==> src/rtl/nibble_serial_cmp_seq.sv <==
// Serial word comparator: feeds one nibble pair per cycle (MSB first) to an
// external 4-bit magnitude comparator and stops at the first unequal nibble.
module nibble_serial_cmp_seq #(
  parameter int NIBBLES = 4
) (
  input  logic                 clk,
  input  logic                 rst,
  input  logic                 start,
  input  logic [4*NIBBLES-1:0] a_in,
  input  logic [4*NIBBLES-1:0] b_in,
  output logic [3:0]           cmp_a,
  output logic [3:0]           cmp_b,
  input  logic                 cmp_alb,
  input  logic                 cmp_aeb,
  input  logic                 cmp_agb,
  output logic                 busy,
  output logic                 done,
  output logic                 alb_o,
  output logic                 aeb_o,
  output logic                 agb_o,
  output logic                 err_o
);

  localparam int W  = 4 * NIBBLES;
  localparam int IW = (NIBBLES > 1) ? $clog2(NIBBLES) : 1;
  localparam logic [IW-1:0] IDX_MAX = IW'(NIBBLES - 1);
  localparam logic [IW-1:0] IDX_ONE = IW'(1);

  typedef enum logic [1:0] {
    S_IDLE = 2'd0,
    S_RUN  = 2'd1,
    S_DONE = 2'd2
  } state_t;

  state_t          r_state;
  logic [W-1:0]    r_a;
  logic [W-1:0]    r_b;
  logic [IW-1:0]   r_idx;
  logic [3:0]      r_cmp_a;
  logic [3:0]      r_cmp_b;
  logic            r_busy;
  logic            r_done;
  logic            r_alb;
  logic            r_aeb;
  logic            r_agb;
  logic            r_err;
  logic            w_onehot;

  // Odd popcount, excluding the all-three case, is exactly one bit set.
  assign w_onehot = (cmp_alb ^ cmp_aeb ^ cmp_agb) & ~(cmp_alb & cmp_aeb & cmp_agb);

  // r_a/r_b hold the nibbles not yet presented, left-aligned, so the next
  // comparator nibble is always the top one and no variable index is needed.
  always_ff @(posedge clk or posedge rst) begin
    if (rst) begin
      r_state <= S_IDLE;
      r_a     <= '0;
      r_b     <= '0;
      r_idx   <= IDX_MAX;
      r_cmp_a <= 4'h0;
      r_cmp_b <= 4'h0;
      r_busy  <= 1'b0;
      r_done  <= 1'b0;
      r_alb   <= 1'b0;
      r_aeb   <= 1'b0;
      r_agb   <= 1'b0;
      r_err   <= 1'b0;
    end else begin
      r_done <= 1'b0;
      case (r_state)
        S_IDLE: begin
          if (start) begin
            r_a     <= a_in << 4;
            r_b     <= b_in << 4;
            r_cmp_a <= a_in[W-1 -: 4];
            r_cmp_b <= b_in[W-1 -: 4];
            r_idx   <= IDX_MAX;
            r_alb   <= 1'b0;
            r_aeb   <= 1'b0;
            r_agb   <= 1'b0;
            r_err   <= 1'b0;
            r_busy  <= 1'b1;
            r_state <= S_RUN;
          end
        end
        S_RUN: begin
          if (w_onehot && cmp_aeb && (r_idx != '0)) begin
            r_idx   <= r_idx - IDX_ONE;
            r_cmp_a <= r_a[W-1 -: 4];
            r_cmp_b <= r_b[W-1 -: 4];
            r_a     <= r_a << 4;
            r_b     <= r_b << 4;
          end else begin
            if (w_onehot) begin
              r_alb <= cmp_alb;
              r_aeb <= cmp_aeb;
              r_agb <= cmp_agb;
            end else begin
              r_err <= 1'b1;
            end
            r_cmp_a <= 4'h0;
            r_cmp_b <= 4'h0;
            r_busy  <= 1'b0;
            r_done  <= 1'b1;
            r_state <= S_DONE;
          end
        end
        S_DONE: begin
          r_state <= S_IDLE;
        end
        default: begin
          r_state <= S_IDLE;
        end
      endcase
    end
  end

  assign cmp_a = r_cmp_a;
  assign cmp_b = r_cmp_b;
  assign busy  = r_busy;
  assign done  = r_done;
  assign alb_o = r_alb;
  assign aeb_o = r_aeb;
  assign agb_o = r_agb;
  assign err_o = r_err;

endmodule

==> config.mk <==
export PLATFORM = sky130hd
export DESIGN_NAME = nibble_serial_cmp_seq
export DESIGN_NICKNAME = d
export VERILOG_FILES = /design/src/rtl/nibble_serial_cmp_seq.sv
export SDC_FILE = /design/constraint.sdc
export NUM_CORES = 1
export LEC_CHECK = 0
export CAP_MARGIN = 20
export CELL_PAD_IN_SITES_DETAIL_PLACEMENT = 0
export CELL_PAD_IN_SITES_GLOBAL_PLACEMENT = 1
export CORE_UTILIZATION = 35
export CTS_BUF_LIST = sky130_fd_sc_hd__clkbuf_4 sky130_fd_sc_hd__clkbuf_8
export DETAILED_ROUTE_END_ITERATION = 8
export PLACE_DENSITY_LB_ADDON = 0.1
export SKIP_CTS_REPAIR_TIMING = 1
export SYNTH_ARGS = -nofsm -noshare
export SYNTH_HDL_FRONTEND = slang
export SYNTH_SLANG_ARGS = --single-unit
==> constraint.sdc <==
create_clock -name clk -period 1.95 [get_ports clk]
set_input_delay 0.39 -clock clk [delete_from_list [all_inputs] [get_ports clk]]
set_output_delay 0.39 -clock clk [all_outputs]
set_load 0.05 [all_outputs]
== Word-level counts from Yosys, hierarchy flattened ==
Index checks and enable logic that the tools add are counted.

* Input port bits: 38
* Output and inout bits: 14
* Logic and storage cells: 72
* Register bits after elaboration: 50

* Equality and inequality tests: 6
* Reductions and logical operators: 11
* Add/sub/neg operators: 1
* Bitwise logic cells: 6
* Mux-type cells: 36

{| class="wikitable"
|+ Operators by type and width
! kind !! number
|-
| two-way mux 16 bit || 4
|-
| one-hot mux 16 bit (2 select lines) || 2
|-
| two-way mux 4 bit || 4
|-
| one-hot mux 4 bit (2 select lines) || 2
|-
| two-way mux 1 bit || 13
|-
| inequality test 2 bit (second input constant) || 5
|-
| one-hot mux 1 bit (2 select lines) || 5
|-
| two-way mux 2 bit || 4
|-
| one-hot mux 2 bit (2 select lines) || 2
|-
| AND reduction 4 bit || 2
|-
| AND reduction 3 bit || 2
|-
| AND reduction 2 bit || 2
|-
| nonzero test 2 bit || 2
|-
| AND 1 bit || 3
|-
| equality test 2 x 1 -> 1 bit (second input constant) || 1
|-
| logical AND 1 bit || 2
|-
| logical NOT 2 bit || 1
|-
| subtractor 2 x 1 -> 2 bit (second input constant) || 1
|-
| XOR 1 bit || 2
|-
| inverter 1 bit || 1
|}

== Longest topological paths before layout ==
* Depth after elaboration: 8
* Depth in mapped cells: 7
* Mapped depth without buffers: 6

== Worst setup path after synthesis ==
No wires, ideal clock.

* Path kind: in2reg
* Start point: in cmp_alb
* End point: reg r_a[10]
* Setup time: 125 ps
* Slack: -194 ps
* Data arrival time: 2,020 ps
* Stages: 6
* Required time: 1,825 ps
* Path buffers: 1
* Cells stage by stage: ha_1 nor3b_4 nor3_2 nor4_4 buf_6 mux2_2

* Longest elaborated chain between the ends: 8
* Elaborated cells between the ends (all ways): 10
* Classes of those cells: eq/ne: 1; bitwise: 6; reduce/logical: 3

{| class="wikitable"
|+ RTL lines
! item !! RTL line !! RTL
|-
| start, declared || 13 || <nowiki>input logic cmp_alb,</nowiki>
|-
| AND 1 bit (2 in a row) || 50 || <nowiki>assign w_onehot = (cmp_alb ^ cmp_aeb ^ cmp_agb) & ~(cmp_alb & cmp_aeb & cmp_agb);</nowiki>
|-
| inverter 1 bit || 50 ||
|-
| AND 1 bit (*) || 50 ||
|-
| logical AND 1 bit (*) (2 in a row) || 87 || <nowiki>if (w_onehot && cmp_aeb && (r_idx != '0)) begin</nowiki>
|-
| inequality test 2 bit (no line) (*) || -- ||
|-
| AND reduction 3 bit (no line) (*) || -- ||
|-
| end signal, assigned || 73 || <nowiki>r_a <= a_in << 4;</nowiki>
|-
| end signal, assigned || 91 || <nowiki>r_a <= r_a << 4;</nowiki>
|-
| end, declared || 36 || <nowiki>logic [W-1:0] r_a;</nowiki>
|}

Mark *: on every way between the ends. The rest lies on a longest branch, timed or not.
A chain may end at the register's enable or synchronous reset.

== Worst setup path in the final report ==
* Start point: reg r_idx[0]
* End point: reg r_a[15]

* Longest elaborated chain between the ends: 4

{| class="wikitable"
|+ RTL lines
! item !! RTL line !! RTL
|-
| start, declared || 38 || <nowiki>logic [IW-1:0] r_idx;</nowiki>
|-
| start signal, assigned || 88 || <nowiki>r_idx <= r_idx - IDX_ONE;</nowiki>
|-
| nonzero test 2 bit || 87 ||
|-
| logical AND 1 bit || 87 ||
|-
| inequality test 2 bit (no line) || -- ||
|-
| AND reduction 3 bit (no line) || -- ||
|}

No other way between the ends.

==> impl_metrics.ini <==
[critical_path]
cp-end-kind = flip-flop
crit_family = flip-flops
start_kind = flip-flop
worstPathArrival_ps = 2080
crit_slowest_cell = dfstp_2
worstSetupPathType = reg2reg
cp-startpoint = r_idx[0]
path_buf_inv = 2
r2r-start = r_idx[0]
crit_chain = inv_2 -> ha_4 -> nor2b_4 -> nor2_4 -> nor4_4 -> clkbuf_16 -> mux2_4
cp.required_ps = 2120
critPathMaxFanout = 8
max_stage_delay_ps = 550

[placement]
portBuffers = 51
place_hpwl_um = 3520
place_area_mm2 = 0.00284
place_congestion = 0.699
place_ws_ps = -393

[clocking]
cts_max_level = 2
clk_path_buf_depth = 2
numClockSinks = 42
ctsRootBufferMaster = clkbuf_8
cts_tree = built
insertion_delay_ps = 290
cts.clk_slew.worst_paths_ps = 80
numCtsBuffers = 5

[final_layout]
design_area_mm2 = 0.00299
post-route-util = 0.530
fin_nets = 323
drive_above_1_share = 0.202
n_antenna_cell = 0
syn_to_final_growth_pct = 43.0

[synthesis]
synth_seq_cells = 42
synth_nets = 258
syn_avg_cell_area_um2 = 9.59
yosysSeqAreaShare = 0.504
syn_inst = 218
synth_area_leaders = dfrtp_1, nand2_1, mux2_2, o2bb2ai_1, nor2b_1
ys_warn_count = 0
synth.largest_area_cell = dfrtp_1
synth_top_area_frac = 0.479
syn-cell-area_mm2 = 0.00209
synth_cell_types = 29

[global_route]
antenna_found_initial = 0
grt.total_usage = 0.168
grt_pass1_vias = 1702
grt_pass1_wl_um = 8130
grt_max_degree = 43
grt-ovfl-total = 0
use_met3 = 0.0322
grt_use_met2 = 0.272
grt.busiest_layer = met2
grt_use_met1 = 0.230

[sta]
drv_slew = 0
relSlewSlack = 0.669
fin_skew_ps = 3.18
rsz0062_at_grt = yes
setup_ws_ps = 38.9
timing_worst_slew_pin_value_ps = 496
max_freq_mhz = 523
fin_crit_ps = 1910
final-hold-violation-count = 0
finalSetupViolCount = 0
period_share = 0.980

[detailed_routing]
vias_per_cell = 4.84
wl_um = 5030
ant_nets = 0
firstDrtPassIters = 5
vias = 1715
drtIter0Drc = 93
remaining_drc_errors = 0
avgRoutedWirePerCell_um = 14.2

[floorplanning]
die_area_mm2 = 0.00629
rows = 27
num_io_pins = 52
die_w_um = 79.3
fp.dieH_um = 79.3
core_mm2 = 0.00564
start_util = 0.371

[power]
peakVddDrop_uv = 609
power.density_mw_per_mm2 = 1540
p_leak_nw = 1.37

[worst_hold_path]
hold_class = in2reg
min-delay-start = cmp_agb

[flow_run]
maxCapViolCount = 0

[run_status]
run_status = complete, no violations
-- cell type report --
cell class / instances / area (um2)
clock buffer: 6 / 82.6
timing repair buffer: 71 / 708
multi-input combinational: 158 / 1040
tap: 72 / 90.1
sequential: 42 / 1050
inverter: 5 / 18.8
fill: 531 / 2650
-- worst register-to-register path: stages (launching register included) --
cell and delay [ps]:
dfstp_2 550, inv_2 50, ha_4 160, nor2b_4 140, nor2_4 50, nor4_4 300
clkbuf_16 250, mux2_4 300
-- power by group --
group	total [mW]	switching [mW]	leakage, nW	internal, mW
clock	0.554	0.281	0.0431	0.273
sequential	1.56	0.267	0.518	1.29
combinational	2.50	1.33	0.811	1.17
total	4.61	1.88	1.37	2.74
-- kinds of logic after synthesis --
family / after synthesis / synth area share
flops: 42 / 0.504
fa+ha+maj: 2 / 0.0120
buf+inv: 18 / 0.0359
mux: 19 / 0.101
simple gates: 100 / 0.224
compound gates: 37 / 0.124
-- registers in the layout, summed over array words and instances (netlist names) --
| register | flops |
|---|---|
| aeb_o | 1 |
| agb_o | 1 |
| done | 1 |
| r_state | 2 |
| err_o | 1 |
| busy | 1 |
| cmp_a | 4 |
| cmp_b | 4 |
| alb_o | 1 |
| r_b | 12 |
| r_idx | 2 |
| r_a | 12 |
-- synthesized netlist by cell type, drive strengths merged --
master   number
ha            2
o2bb2ai       8
mux2         16
nor2          7
clkbuf       12
nand3         8
nor3          2
nor3b         1
dfstp         2
a21oi        10
nor4          1
nand2b        3
o211ai        8
o21a          1
and2b         1
o21ai         3
nand2        65
a22oi         2
or2           1
buf           1
o21bai        2
nor2b        11
a22o          2
mux2i         3
inv           5
dfrtp        40
o31ai         1
-- metrics by stage --
stage | setup TNS (ps) | power [mW] | std cells | hold WS (ps)
after floorplan | -634 | 3.22 | 218 | 470
after global placement | -11160 | 3.96 | 345 | 478
after detailed placement | -11630 | 4.02 | 345 | 489
after CTS | -903 | 4.58 | 351 | 472
after global routing | -365 | 4.93 | 354 | 435
final | 0 | 4.61 | 354 | 411
-- path summary, 6_finish.rpt --
path / cells past startpoint / endpoint / slack [ps]
max: 7 / r_a[15] / 40
min: 2 / agb_o / 410
min reg2reg: 2 / cmp_a[3] / 500
max in group asynchronous: 3 / r_idx[1] / 1230
min in group asynchronous: 3 / cmp_a[0] / 460
max reg2reg: 7 / r_a[15] / 40
-- layer usage --
| layer | up-vias | part of all wire |
|---|---|---|
| met3 | 5 | 0.038 |
| met5 | - | 0 |
| met4 | 0 | 0.0062 |
| met1 | 810 | 0.48 |
| met2 | 39 | 0.47 |
| li1 | 861 | - |
-- cells in the final DEF, fill, tap and decap left out, drive strengths merged --
cell and count:
o31ai 1, and2b 1, buf 20, mux2 16
nor2 7, o21a 1, a22oi 2, dlymetal6s2s 3
ha 2, nand2b 3, o21ai 3, dfstp 2
clkbuf 7, o211ai 8, dfrtp 40, clkdlybuf4s50 47
nor3 2, nor2b 11, nor4 1, o21bai 2
nor3b 1, o2bb2ai 8, nand3 8, nand2 65
inv 5, mux2i 3, a21oi 10, or2 1
a22o 2
Note: power is estimated with default switching activity, not from simulation.
